===== src/rtl/muldiv_unit_if.sv =====
// Request/response bundle for muldiv_unit: operands and command in, status and results out.
interface muldiv_unit_if #(
    parameter int N = 8
);
    logic         start;
    logic         op;
    logic         signed_op;
    logic [N-1:0] a;
    logic [N-1:0] b;
    logic         busy;
    logic         done;
    logic [N-1:0] result_lo;
    logic [N-1:0] result_hi;
    logic         dbz;

    modport master (
        output start, op, signed_op, a, b,
        input  busy, done, result_lo, result_hi, dbz
    );

    modport slave (
        input  start, op, signed_op, a, b,
        output busy, done, result_lo, result_hi, dbz
    );
endinterface


===== src/rtl/muldiv_unit.sv =====
// Iterative radix-2 multiplier (shift-add) and restoring divider, one bit per cycle.
// Two's-complement mode is compiled in only when MULDIV_SIGNED_EN is defined.
module muldiv_unit #(
    parameter int N = 8
) (
    input logic          clk,
    input logic          rst,
    muldiv_unit_if.slave bus
);
    localparam int CW = $clog2(N);

    // IDLE: waiting | RUN: one radix-2 step per cycle | DONE: results valid, done pulse
    typedef enum logic [1:0] {IDLE, RUN, DONE} state_e;

    state_e        state_q, state_d;
    logic [CW-1:0] cnt_q, cnt_d;
    logic [N-1:0]  hi_q, hi_d, lo_q, lo_d, opnd_q, opnd_d;
    logic          op_q, op_d, neg_lo_q, neg_lo_d, neg_hi_q, neg_hi_d;
    logic [N-1:0]  res_lo_q, res_lo_d, res_hi_q, res_hi_d;
    logic          dbz_q, dbz_d;

    logic          a_neg, b_neg;
    logic [N-1:0]  a_mag, b_mag;

`ifdef MULDIV_SIGNED_EN
    assign a_neg = bus.signed_op & bus.a[N-1];
    assign b_neg = bus.signed_op & bus.b[N-1];
`else
    logic unused_signed_op;
    assign unused_signed_op = bus.signed_op;
    assign a_neg = 1'b0;
    assign b_neg = 1'b0;
`endif
    assign a_mag = a_neg ? (~bus.a + N'(1)) : bus.a;
    assign b_mag = b_neg ? (~bus.b + N'(1)) : bus.b;

    logic [N:0]     mul_sum, div_shift, div_diff;
    logic           div_ge;
    logic [N-1:0]   step_hi, step_lo, fin_hi, fin_lo;
    logic [2*N-1:0] prod, prod_neg;

    // Borrow out of the N+1 bit trial subtraction decides the quotient bit.
    always_comb begin
        mul_sum   = {1'b0, hi_q} + (lo_q[0] ? {1'b0, opnd_q} : '0);
        div_shift = {hi_q, lo_q[N-1]};
        div_diff  = div_shift - {1'b0, opnd_q};
        div_ge    = ~div_diff[N];
        if (op_q) begin
            step_hi = div_ge ? div_diff[N-1:0] : div_shift[N-1:0];
            step_lo = {lo_q[N-2:0], div_ge};
        end else begin
            step_hi = mul_sum[N:1];
            step_lo = {mul_sum[0], lo_q[N-1:1]};
        end
        prod     = {step_hi, step_lo};
        prod_neg = ~prod + (2*N)'(1);
        fin_hi   = step_hi;
        fin_lo   = step_lo;
        if (!op_q && neg_lo_q) begin
            fin_hi = prod_neg[2*N-1:N];
            fin_lo = prod_neg[N-1:0];
        end
        if (op_q && neg_lo_q) fin_lo = ~step_lo + N'(1);
        if (op_q && neg_hi_q) fin_hi = ~step_hi + N'(1);
    end

    always_comb begin
        state_d  = state_q;
        cnt_d    = cnt_q;
        hi_d     = hi_q;
        lo_d     = lo_q;
        opnd_d   = opnd_q;
        op_d     = op_q;
        neg_lo_d = neg_lo_q;
        neg_hi_d = neg_hi_q;
        res_lo_d = res_lo_q;
        res_hi_d = res_hi_q;
        dbz_d    = dbz_q;

        case (state_q)
            RUN: begin
                hi_d = step_hi;
                lo_d = step_lo;
                if (cnt_q == '0) begin
                    state_d  = DONE;
                    res_lo_d = fin_lo;
                    res_hi_d = fin_hi;
                end else begin
                    cnt_d = cnt_q - CW'(1);
                end
            end
            DONE:    state_d = IDLE;
            default: state_d = IDLE;
        endcase

        if (bus.start && (state_q == IDLE || state_q == DONE)) begin
            if (bus.op && bus.b == '0) begin
                state_d  = DONE;
                res_lo_d = '1;
                res_hi_d = bus.a;
                dbz_d    = 1'b1;
            end else begin
                state_d  = RUN;
                cnt_d    = CW'(N - 1);
                hi_d     = '0;
                lo_d     = a_mag;
                opnd_d   = b_mag;
                op_d     = bus.op;
                neg_lo_d = a_neg ^ b_neg;
                neg_hi_d = a_neg;
                dbz_d    = 1'b0;
            end
        end
    end

    always_ff @(posedge clk) begin
        if (rst) begin
            state_q  <= IDLE;
            cnt_q    <= '0;
            hi_q     <= '0;
            lo_q     <= '0;
            opnd_q   <= '0;
            op_q     <= 1'b0;
            neg_lo_q <= 1'b0;
            neg_hi_q <= 1'b0;
            res_lo_q <= '0;
            res_hi_q <= '0;
            dbz_q    <= 1'b0;
        end else begin
            state_q  <= state_d;
            cnt_q    <= cnt_d;
            hi_q     <= hi_d;
            lo_q     <= lo_d;
            opnd_q   <= opnd_d;
            op_q     <= op_d;
            neg_lo_q <= neg_lo_d;
            neg_hi_q <= neg_hi_d;
            res_lo_q <= res_lo_d;
            res_hi_q <= res_hi_d;
            dbz_q    <= dbz_d;
        end
    end

    assign bus.busy      = (state_q == RUN);
    assign bus.done      = (state_q == DONE);
    assign bus.result_lo = res_lo_q;
    assign bus.result_hi = res_hi_q;
    assign bus.dbz       = dbz_q;
endmodule


===== src/flat_wrapper.sv =====
// flat-port wrapper written by rule: the top's interface ports become plain ports
module muldiv_unit_flat 
#(
    parameter int N = 8
)
  (clk, rst, bus_start, bus_op, bus_signed_op, bus_a, bus_b, bus_busy, bus_done, bus_result_lo, bus_result_hi, bus_dbz);
  muldiv_unit_if #(.N(N)) bus_i ();
  input logic clk;
  input logic rst;
  input wire logic [$bits(bus_i.start)-1:0] bus_start;
  input wire logic [$bits(bus_i.op)-1:0] bus_op;
  input wire logic [$bits(bus_i.signed_op)-1:0] bus_signed_op;
  input wire logic [$bits(bus_i.a)-1:0] bus_a;
  input wire logic [$bits(bus_i.b)-1:0] bus_b;
  output wire logic [$bits(bus_i.busy)-1:0] bus_busy;
  output wire logic [$bits(bus_i.done)-1:0] bus_done;
  output wire logic [$bits(bus_i.result_lo)-1:0] bus_result_lo;
  output wire logic [$bits(bus_i.result_hi)-1:0] bus_result_hi;
  output wire logic [$bits(bus_i.dbz)-1:0] bus_dbz;
  assign bus_i.start = bus_start;
  assign bus_i.op = bus_op;
  assign bus_i.signed_op = bus_signed_op;
  assign bus_i.a = bus_a;
  assign bus_i.b = bus_b;
  assign bus_busy = bus_i.busy;
  assign bus_done = bus_i.done;
  assign bus_result_lo = bus_i.result_lo;
  assign bus_result_hi = bus_i.result_hi;
  assign bus_dbz = bus_i.dbz;
  muldiv_unit #(.N(N)) u_core (.clk(clk), .rst(rst), .bus(bus_i));
endmodule

===== config.mk =====
export PLATFORM = sky130hd
export DESIGN_NAME = muldiv_unit_flat
export DESIGN_NICKNAME = d
export VERILOG_FILES = /design/src/rtl/muldiv_unit_if.sv /design/src/rtl/muldiv_unit.sv /design/src/flat_wrapper.sv
export SDC_FILE = /design/constraint.sdc
export NUM_CORES = 1
export LEC_CHECK = 0
export BUFFER_PORTS_ARGS = -buffer_cell sky130_fd_sc_hd__buf_2
export CORE_ASPECT_RATIO = 0.75
export CORE_MARGIN = 5
export CORE_UTILIZATION = 35
export CTS_BUF_LIST = sky130_fd_sc_hd__clkbuf_8
export CTS_CLUSTER_SIZE = 20
export DETAILED_ROUTE_END_ITERATION = 6
export SYNTH_ARGS = -nofsm -noshare
export SYNTH_HDL_FRONTEND = slang
export SYNTH_SLANG_ARGS = --single-unit

===== constraint.sdc =====
create_clock -name clk -period 6.15 [get_ports clk]
set_input_delay 0.9225 -clock clk [delete_from_list [all_inputs] [get_ports clk]]
set_output_delay 0.9225 -clock clk [all_outputs]
set_load 0.1 [all_outputs]

== Word level (Yosys, flattened, before mapping) ==
Cells that the tools add are included.
Operators by class
  add/sub/neg operators: 3
  equal/unequal tests: 3
  mux-type cells: 27
  bitwise operators: 2
  reductions and logical operators: 7
Operators with widths (number)
  2-to-1 mux 8 bit: 18
  2-to-1 mux 3 bit: 4
  adder 8 x 9 -> 9 bit: 1
  subtractor 9 x 8 -> 9 bit: 1
  logical NOT 8 bit: 1
  2-to-1 mux 2 bit: 4
  logical NOT 3 bit: 1
  != test 3 x 1 -> 1 bit, second input constant: 1
  subtractor 3 x 1 -> 3 bit, second input constant: 1
  == test 2 x 1 -> 1 bit, second input constant: 1
  == test 2 bit, second input constant: 1
  logical AND 1 bit: 2
  logical NOT 2 bit: 1
  inverter 1 bit: 2
  AND reduction 2 bit: 1
  logical OR 1 bit: 1
  2-to-1 mux 1 bit: 1
Storage, ports and cells
  register bits: 47
  output and inout bits: 19

== Depth between registers and ports, before layout ==
Gate-level depths: netlist of the first run.
  word-level depth: 7
  depth in mapped cells: 11

== Worst setup path before layout of the first run ==
OpenSTA, ideal clock, no wires.
  path kind: register to register
  from: register u_core.lo_q[7]
  to: register u_core.res_hi_q[1] (netlist: u_core.bus.result_hi[1])
  arrival time: 2532 ps
  setup slack: 3499 ps
  cell stages (with the launch flop): 11
  path buffers: 0
  period minus slack after synthesis: 2651 ps
  path through: dfxtp_1 -> inv_1 -> ha_1 -> inv_1 -> fa_1 -> a211oi_4 -> o211ai_2 -> a221oi_4 -> mux2_2 -> o21a_1 -> o221a_1
On the way
  longest elaborated chain between the ends: 7
RTL lines
  from (decl): RTL line muldiv_unit.sv:17  | logic [N-1:0] hi_q, hi_d, lo_q, lo_d, opnd_q, opnd_d;
  from (signal assigned): RTL line muldiv_unit.sv:133  | lo_q <= lo_d;
  subtractor 9 x 8 -> 9 bit (*): RTL line muldiv_unit.sv:46  | div_diff = div_shift - {1'b0, opnd_q};
  2-to-1 mux 8 bit (*): RTL line muldiv_unit.sv:49  | step_hi = div_ge ? div_diff[N-1:0] : div_shift[N-1:0];
  2-to-1 mux 8 bit (*): RTL line muldiv_unit.sv:48  | if (op_q) begin
  2-to-1 mux 8 bit (*): RTL line muldiv_unit.sv:84  | if (cnt_q == '0) begin
  2-to-1 mux 8 bit (*): RTL line muldiv_unit.sv:80  | case (state_q)
  2-to-1 mux 8 bit: RTL line muldiv_unit.sv:97  | if (bus.op && bus.b == '0) begin
  2-to-1 mux 8 bit (*): RTL line muldiv_unit.sv:96  | if (bus.start && (state_q == IDLE || state_q == DONE)) begin
  to (signal assigned): RTL line muldiv_unit.sv:139  | res_hi_q <= res_hi_d;
  to (decl): RTL line muldiv_unit.sv:19  | logic [N-1:0] res_lo_q, res_lo_d, res_hi_q, res_hi_d;
Every way passes the cells marked *; elsewhere a longest branch is shown, timed or not.
A chain may end at the register's enable or synchronous reset.

== Final worst setup path of the first run ==
  from: register u_core.lo_q[7]
  to: register u_core.res_hi_q[6] (netlist: u_core.bus.result_hi[6])
Same word-level chain as after synthesis.

==> results_dict.tcl, run 1 <==
set metrics [dict create \
    register_area_sq_um 941 \
    finalCriticalPeriod_ps 3260 \
    rsz0062_at_grt "false" \
    ys_warn_count 0 \
    critPathMaxFanout 13 \
    yosys-top-cells-area "dfxtp_1, ha_1, nand2_1, a21oi_1, mux2i_1" \
    syn_nets 411 \
    netlist_area_sq_um 2950 \
    crit_path_end_kind "flip-flop" \
    worstPathArrival_ps 3400 \
    die_x_um 116 \
    tritoncts "built" \
    path_cells "inv_1 > ha_1 > inv_1 > fa_1 > a211oi_4 > o211ai_2 > a221oi_4 > mux2_1 > mux2i_1 > a211oi_2" \
    synthToLayoutAreaGrowth_pct 11.4 \
    final-hold-violation-count 0 \
    grt_pass1_wl_mm 13.0 \
    fmax_ghz 0.307 \
    worst-slew-pin-transition_ps 1100 \
    grt_overflow_total 0 \
    drt_first_pass_iters 4 \
    cts.sinks 47 \
    insertion_delay_ps 300 \
    cts_made_buffers 5 \
    synth_ff_type "dfxtp_1" \
    cts_hold_buf 0 \
    n_fill_cell 861 \
    crit_type "flip-flop to flip-flop" \
    finalNonFillerCells 502 \
    synth_seq_cells 47 \
    cp.required_ps 6290 \
    die_height_um 89.5 \
    p_leak_nw 1.36 \
    yosysSeqAreaShare_pct 31.9 \
    h-tree-depth 2 \
    period_share_pct 53.0 \
    synth_top_area_share_pct 31.9 \
    drt_iter0_markers 134 \
    netlist-cell-type-count 56 \
    routed_wl_mm 7.75 \
    crit_family "compound AO/OA/AOI/OAI gates" \
    place_congestion 0.857 \
    power_density_nw_per_um2 247 \
    synth_common_cells "nand2_1, dfxtp_1, a21oi_1" \
    final_nets 434 \
    cts.path.max_buffers 2 \
    max-cap-violations 0 \
    slowest_delay_ps 670 \
    outcome "complete, no violations" \
    grt_max_degree 39 \
    synthCells 370 \
    root_buffer "clkbuf_8" \
    path_common_cell "inv_1" \
    skew_ps 5.19 \
    ant_nets 0 \
    syn_area_per_cell_sq_um 7.98 \
    setup_viol 0 \
    n_antenna_cell 0 \
    drc_errors 0 \
    clk_pin_slew_ps 80 \
    pin_count 40 \
    multiInputGateArea_sq_um 1860 \
    wl_per_cell_um 15.4 \
    async_reset_ff_share_pct 0 \
    start_util_pct 35.4 \
    num_rows 29 \
    drive_gt1_share_pct 15.0 \
    startpoint_type "flip-flop" \
    vias 2752 \
    max-vdd-ir-drop_v 0.000125 \
    die-area_sq_um 10400 \
    synth-edff-count 0 \
    io_buffers 38 \
    core_sq_um 8350 \
    dpl.hpwl_mm 5.95 \
    antenna_found_initial 0 \
    vias_per_cell 5.48 \
    fin_hold_ws_ps 476 \
    cp_slowest_cell "a221oi_4" \
    synth_largest_area_cell "dfxtp_1" \
    gr-usage-all-layers_pct 15.7 \
    relSlewSlack_pct 26.4 \
    grt_pass1_vias 2644 \
    hp-class "flip-flop to flip-flop" \
    yosysMostFrequentCell "nand2_1" \
    postCtsSetupRepairBufs 0 \
    cts_resized 0 \
    dp.cells 494 \
    worst-path-buf-inv 2 \
    fin_tns_setup_ps 0 \
    report.final.slew_viol_count 0 \
]
[per-stage QoR]
| stage | utilization, % | power [W] | worst slack, ps | instance area (sq um) |
|---|---|---|---|---|
| after CTS | 39.4 | 0.000820 | 2890 | 3290 |
| after floorplan | - | 0.000565 | 3500 | 2950 |
| after detailed placement | 38.2 | 0.000617 | 2900 | 3190 |
| after global placement | 38.2 | 0.000613 | 2950 | 3190 |
| final | 39.4 | 0.000814 | 2890 | 3290 |
| after global routing | 39.4 | 0.000863 | 2680 | 3290 |
[registers in the layout (all words and copies together), names as in the netlist]
signal and flops:
u_core.cnt_q 3, u_core.op_q 1, u_core.lo_q 8, u_core.state_q 2, u_core.bus.result_hi 8, u_core.bus.dbz 1
u_core.bus.result_lo 8, u_core.opnd_q 8, u_core.hi_q 8
[cell families after synthesis]
| group | count (synthesis) | synth area share [%] |
|---|---|---|
| simple gates | 127 | 20.2 |
| xor+xnor | 8 | 2.37 |
| mux | 15 | 5.21 |
| fa+ha+maj | 20 | 8.98 |
| compound gates | 115 | 26.2 |
| flops | 47 | 31.9 |
| buf+inv | 38 | 5.13 |
[worst paths after layout]
kind                                from                                  to  slack (ps)  cells past startpoint
max            u_core.lo_q[7]$_SDFF_PP0_  u_core.bus.result_hi[6]$_SDFF_PP0_        2890                     10
min reg2reg  u_core.bus.dbz$_SDFFE_PP0P_         u_core.bus.dbz$_SDFFE_PP0P_         480                      2
min          u_core.bus.dbz$_SDFFE_PP0P_         u_core.bus.dbz$_SDFFE_PP0P_         480                      2
max reg2reg    u_core.lo_q[7]$_SDFF_PP0_  u_core.bus.result_hi[6]$_SDFF_PP0_        2890                     10
[metal layers]
layer | track usage (%) | up-vias | wire length, um
met4 | 3.16 | 0 | 72
met3 | 2.77 | 8 | 481
met2 | 22.3 | 80 | 3080
met5 | 0 | - | 0
met1 | 24.4 | 1296 | 4110
li1 | - | 1368 | -
[power by group]
part	leakage, nW	internal [W]	switching [W]	total [W]
sequential	0.385	0.000326	0.0000202	0.000346
combinational	0.924	0.0000855	0.000180	0.000266
clock	0.0557	0.000101	0.000101	0.000202
[cell type report]
type	count	share of cell area, %
well taps	108	4.11
inverters	15	1.71
repair buffers	39	6.01
clock buffers	7	2.93
multi-input cells	285	56.5
flip-flops and latches	47	28.6
clock inverters	1	0.114
[worst register-to-register path: stages, from the launching register on]
cell      delay (ps)
dfxtp_1          330
inv_1             80
ha_1             160
inv_1             60
fa_1             490
a211oi_4         320
o211ai_2         160
a221oi_4         670
mux2_1           410
mux2i_1          300
a211oi_2         120
[cells in the final DEF (no fill, tap or decap), types with 6 or more instances in the layout]
cell,synthesis,layout
a211oi_1,8,8
dfxtp_1,47,47
mux2i_1,12,12
nor2b_1,6,6
nand2_1,59,59
ha_1,18,18
o21ai_0,24,24
o211ai_1,10,10
and2_1,9,9
a21oi_1,43,43
inv_1,14,15
clkbuf_8,0,7
buf_2,0,38
nand3_1,6,6
nor2_1,20,20
Power figures use the tool's default switching activity.
==> inputs of run 2 (changes only) <==
Clock period 6.15 ns to 2.7 ns, I/O delays scaled along.
==> results_dict.tcl, run 2 (synthesis results as in run 1) <==
set metrics [dict create \
    wl_per_cell_um 16.1 \
    cts.path.max_buffers 2 \
    place_congestion 0.874 \
    setup_viol 0 \
    final-hold-violation-count 0 \
    die_x_um 116 \
    cts_hold_buf 0 \
    die-area_sq_um 10400 \
    period_share_pct 97.8 \
    skew_ps 7.21 \
    grt_pass1_wl_mm 13.9 \
    synthToLayoutAreaGrowth_pct 21.1 \
    cp.required_ps 2890 \
    fmax_ghz 0.379 \
    routed_wl_mm 8.59 \
    cts.sinks 47 \
    layout_commonest_cell "nand2_1" \
    worstPathArrival_ps 2830 \
    wl_met1_mm 4.26 \
    h-tree-depth 2 \
    pre_cts_ws_ps -107 \
    routed.top_layer "met4" \
    tritoncts "built" \
    worst-slew-pin-transition_ps 744 \
    num_rows 29 \
    pin_count 40 \
    vias 2882 \
    clk_pin_slew_ps 90 \
    insertion_delay_ps 300 \
    drc_errors 0 \
    p_leak_nw 1.52 \
    route.met2.wl_mm 3.45 \
    post-route-util_pct 42.8 \
    start_util_pct 35.4 \
    grt_overflow_total 0 \
    finalCriticalPeriod_ps 2640 \
    final_cell_mix "nand2_1, dfxtp_1, a21oi_1" \
    outcome "complete, no violations" \
    ant_nets 0 \
    drt_first_pass_iters 5 \
    finalPower_w 0.00199 \
    relSlewSlack_pct 50.4 \
    drt_iter0_markers 188 \
    antenna_found_initial 0 \
    dpl.hpwl_mm 6.61 \
    startpoint_type "flip-flop" \
    drive_gt1_share_pct 24.1 \
    crit_path_end_kind "flip-flop" \
    hp-class "input pin to flip-flop" \
    critPathMaxFanout 5 \
    max-cap-violations 0 \
    setup_slack_ps 58.1 \
    n_antenna_cell 0 \
    io_buffers 38 \
    core_sq_um 8350 \
    vias_per_cell 5.42 \
    grt_pass1_vias 2774 \
    cts_made_buffers 5 \
    grt_max_degree 37 \
    crit_type "flip-flop to flip-flop" \
    power_density_nw_per_um2 556 \
    report.final.slew_viol_count 0 \
    final_nets 464 \
    gr-usage-all-layers_pct 16.9 \
    die_height_um 89.5 \
    max-vdd-ir-drop_v 0.000279 \
    root_buffer "clkbuf_8" \
    wl_met3_um 786 \
]
==> run 2: cell count changes in the layout (fill, tap and decap cells not counted), moves of 2 or more <==
| cell | before | now |
|---|---|---|
| fa_1 | 2 | 0 |
| mux2i_2 | 0 | 2 |
| dfxtp_2 | 0 | 2 |
| inv_1 | 15 | 12 |
| dfxtp_1 | 47 | 45 |
| mux2i_1 | 12 | 10 |
| buf_4 | 1 | 28 |
| fa_2 | 0 | 2 |
| inv_2 | 1 | 3 |
| buf_6 | 0 | 3 |
==> run 2: through the flow <==
step	setup TNS (ps)	instances	area [sq um]	hold slack, ps
4_1_cts	0	531	3530	340
3_3_place_gp	-235	519	3380	444
3_5_place_dp	-420	519	3380	456
6_report	0	532	3570	341
2_1_floorplan	0	370	2950	445
5_1_grt	-36.1	532	3570	342
==> run 2: path summary, 6_finish.rpt <==
check / startpoint / to / slack (ps) / cells after the start
setup / recovery: u_core.lo_q[7]$_SDFF_PP0_ / u_core.bus.result_hi[6]$_SDFF_PP0_ / 60 / 11
hold / removal: bus_b[7] / u_core.opnd_q[7]$_SDFFE_PP0P_ / 340 / 3
setup reg to reg: u_core.lo_q[7]$_SDFF_PP0_ / u_core.bus.result_hi[6]$_SDFF_PP0_ / 60 / 11
hold reg to reg: u_core.bus.dbz$_SDFFE_PP0P_ / u_core.bus.dbz$_SDFFE_PP0P_ / 460 / 2
==> run 2: routing by layer <==
metal	vias to the layer above	track usage, %
met4	0	2.74
met1	1347	26.1
met3	10	3.32
met5	-	0
met2	101	24.6
li1	1424	-
==> run 2: where the power goes <==
| group | total (W) | switching (W) | internal, W |
|---|---|---|---|
| combinational | 0.000714 | 0.000440 | 0.000274 |
| clock | 0.000486 | 0.000252 | 0.000234 |
| sequential | 0.000789 | 0.0000453 | 0.000743 |
==> run 2: layout make-up <==
class | instances | area [sq um]
Clock buffer | 7 | 96.3
Multi-Input combinational cell | 285 | 1900
Inverter | 15 | 56.3
Tap cell | 108 | 135
Clock inverter | 1 | 7.51
Sequential cell | 47 | 943
Timing Repair Buffer | 69 | 434
Fill cell | 819 | 4770
==> run 2: worst max-delay path, stage by stage (launching register included) <==
cell      delay, ps
dfxtp_2         330
inv_2            70
ha_4            130
inv_2            40
fa_2            400
a211oi_4        250
o211ai_2        140
a221oi_4        330
buf_6           160
mux2_1          370
mux2i_2         200
a211oi_2        100
==> run 2: what timing repair did <==
action                                  4_1_cts  5_1_grt
endpoints found under the setup margin        6       13
cloned                                        0        0
pin swaps                                     4        6
resized for setup                             6       11
setup buffers                                 4        1
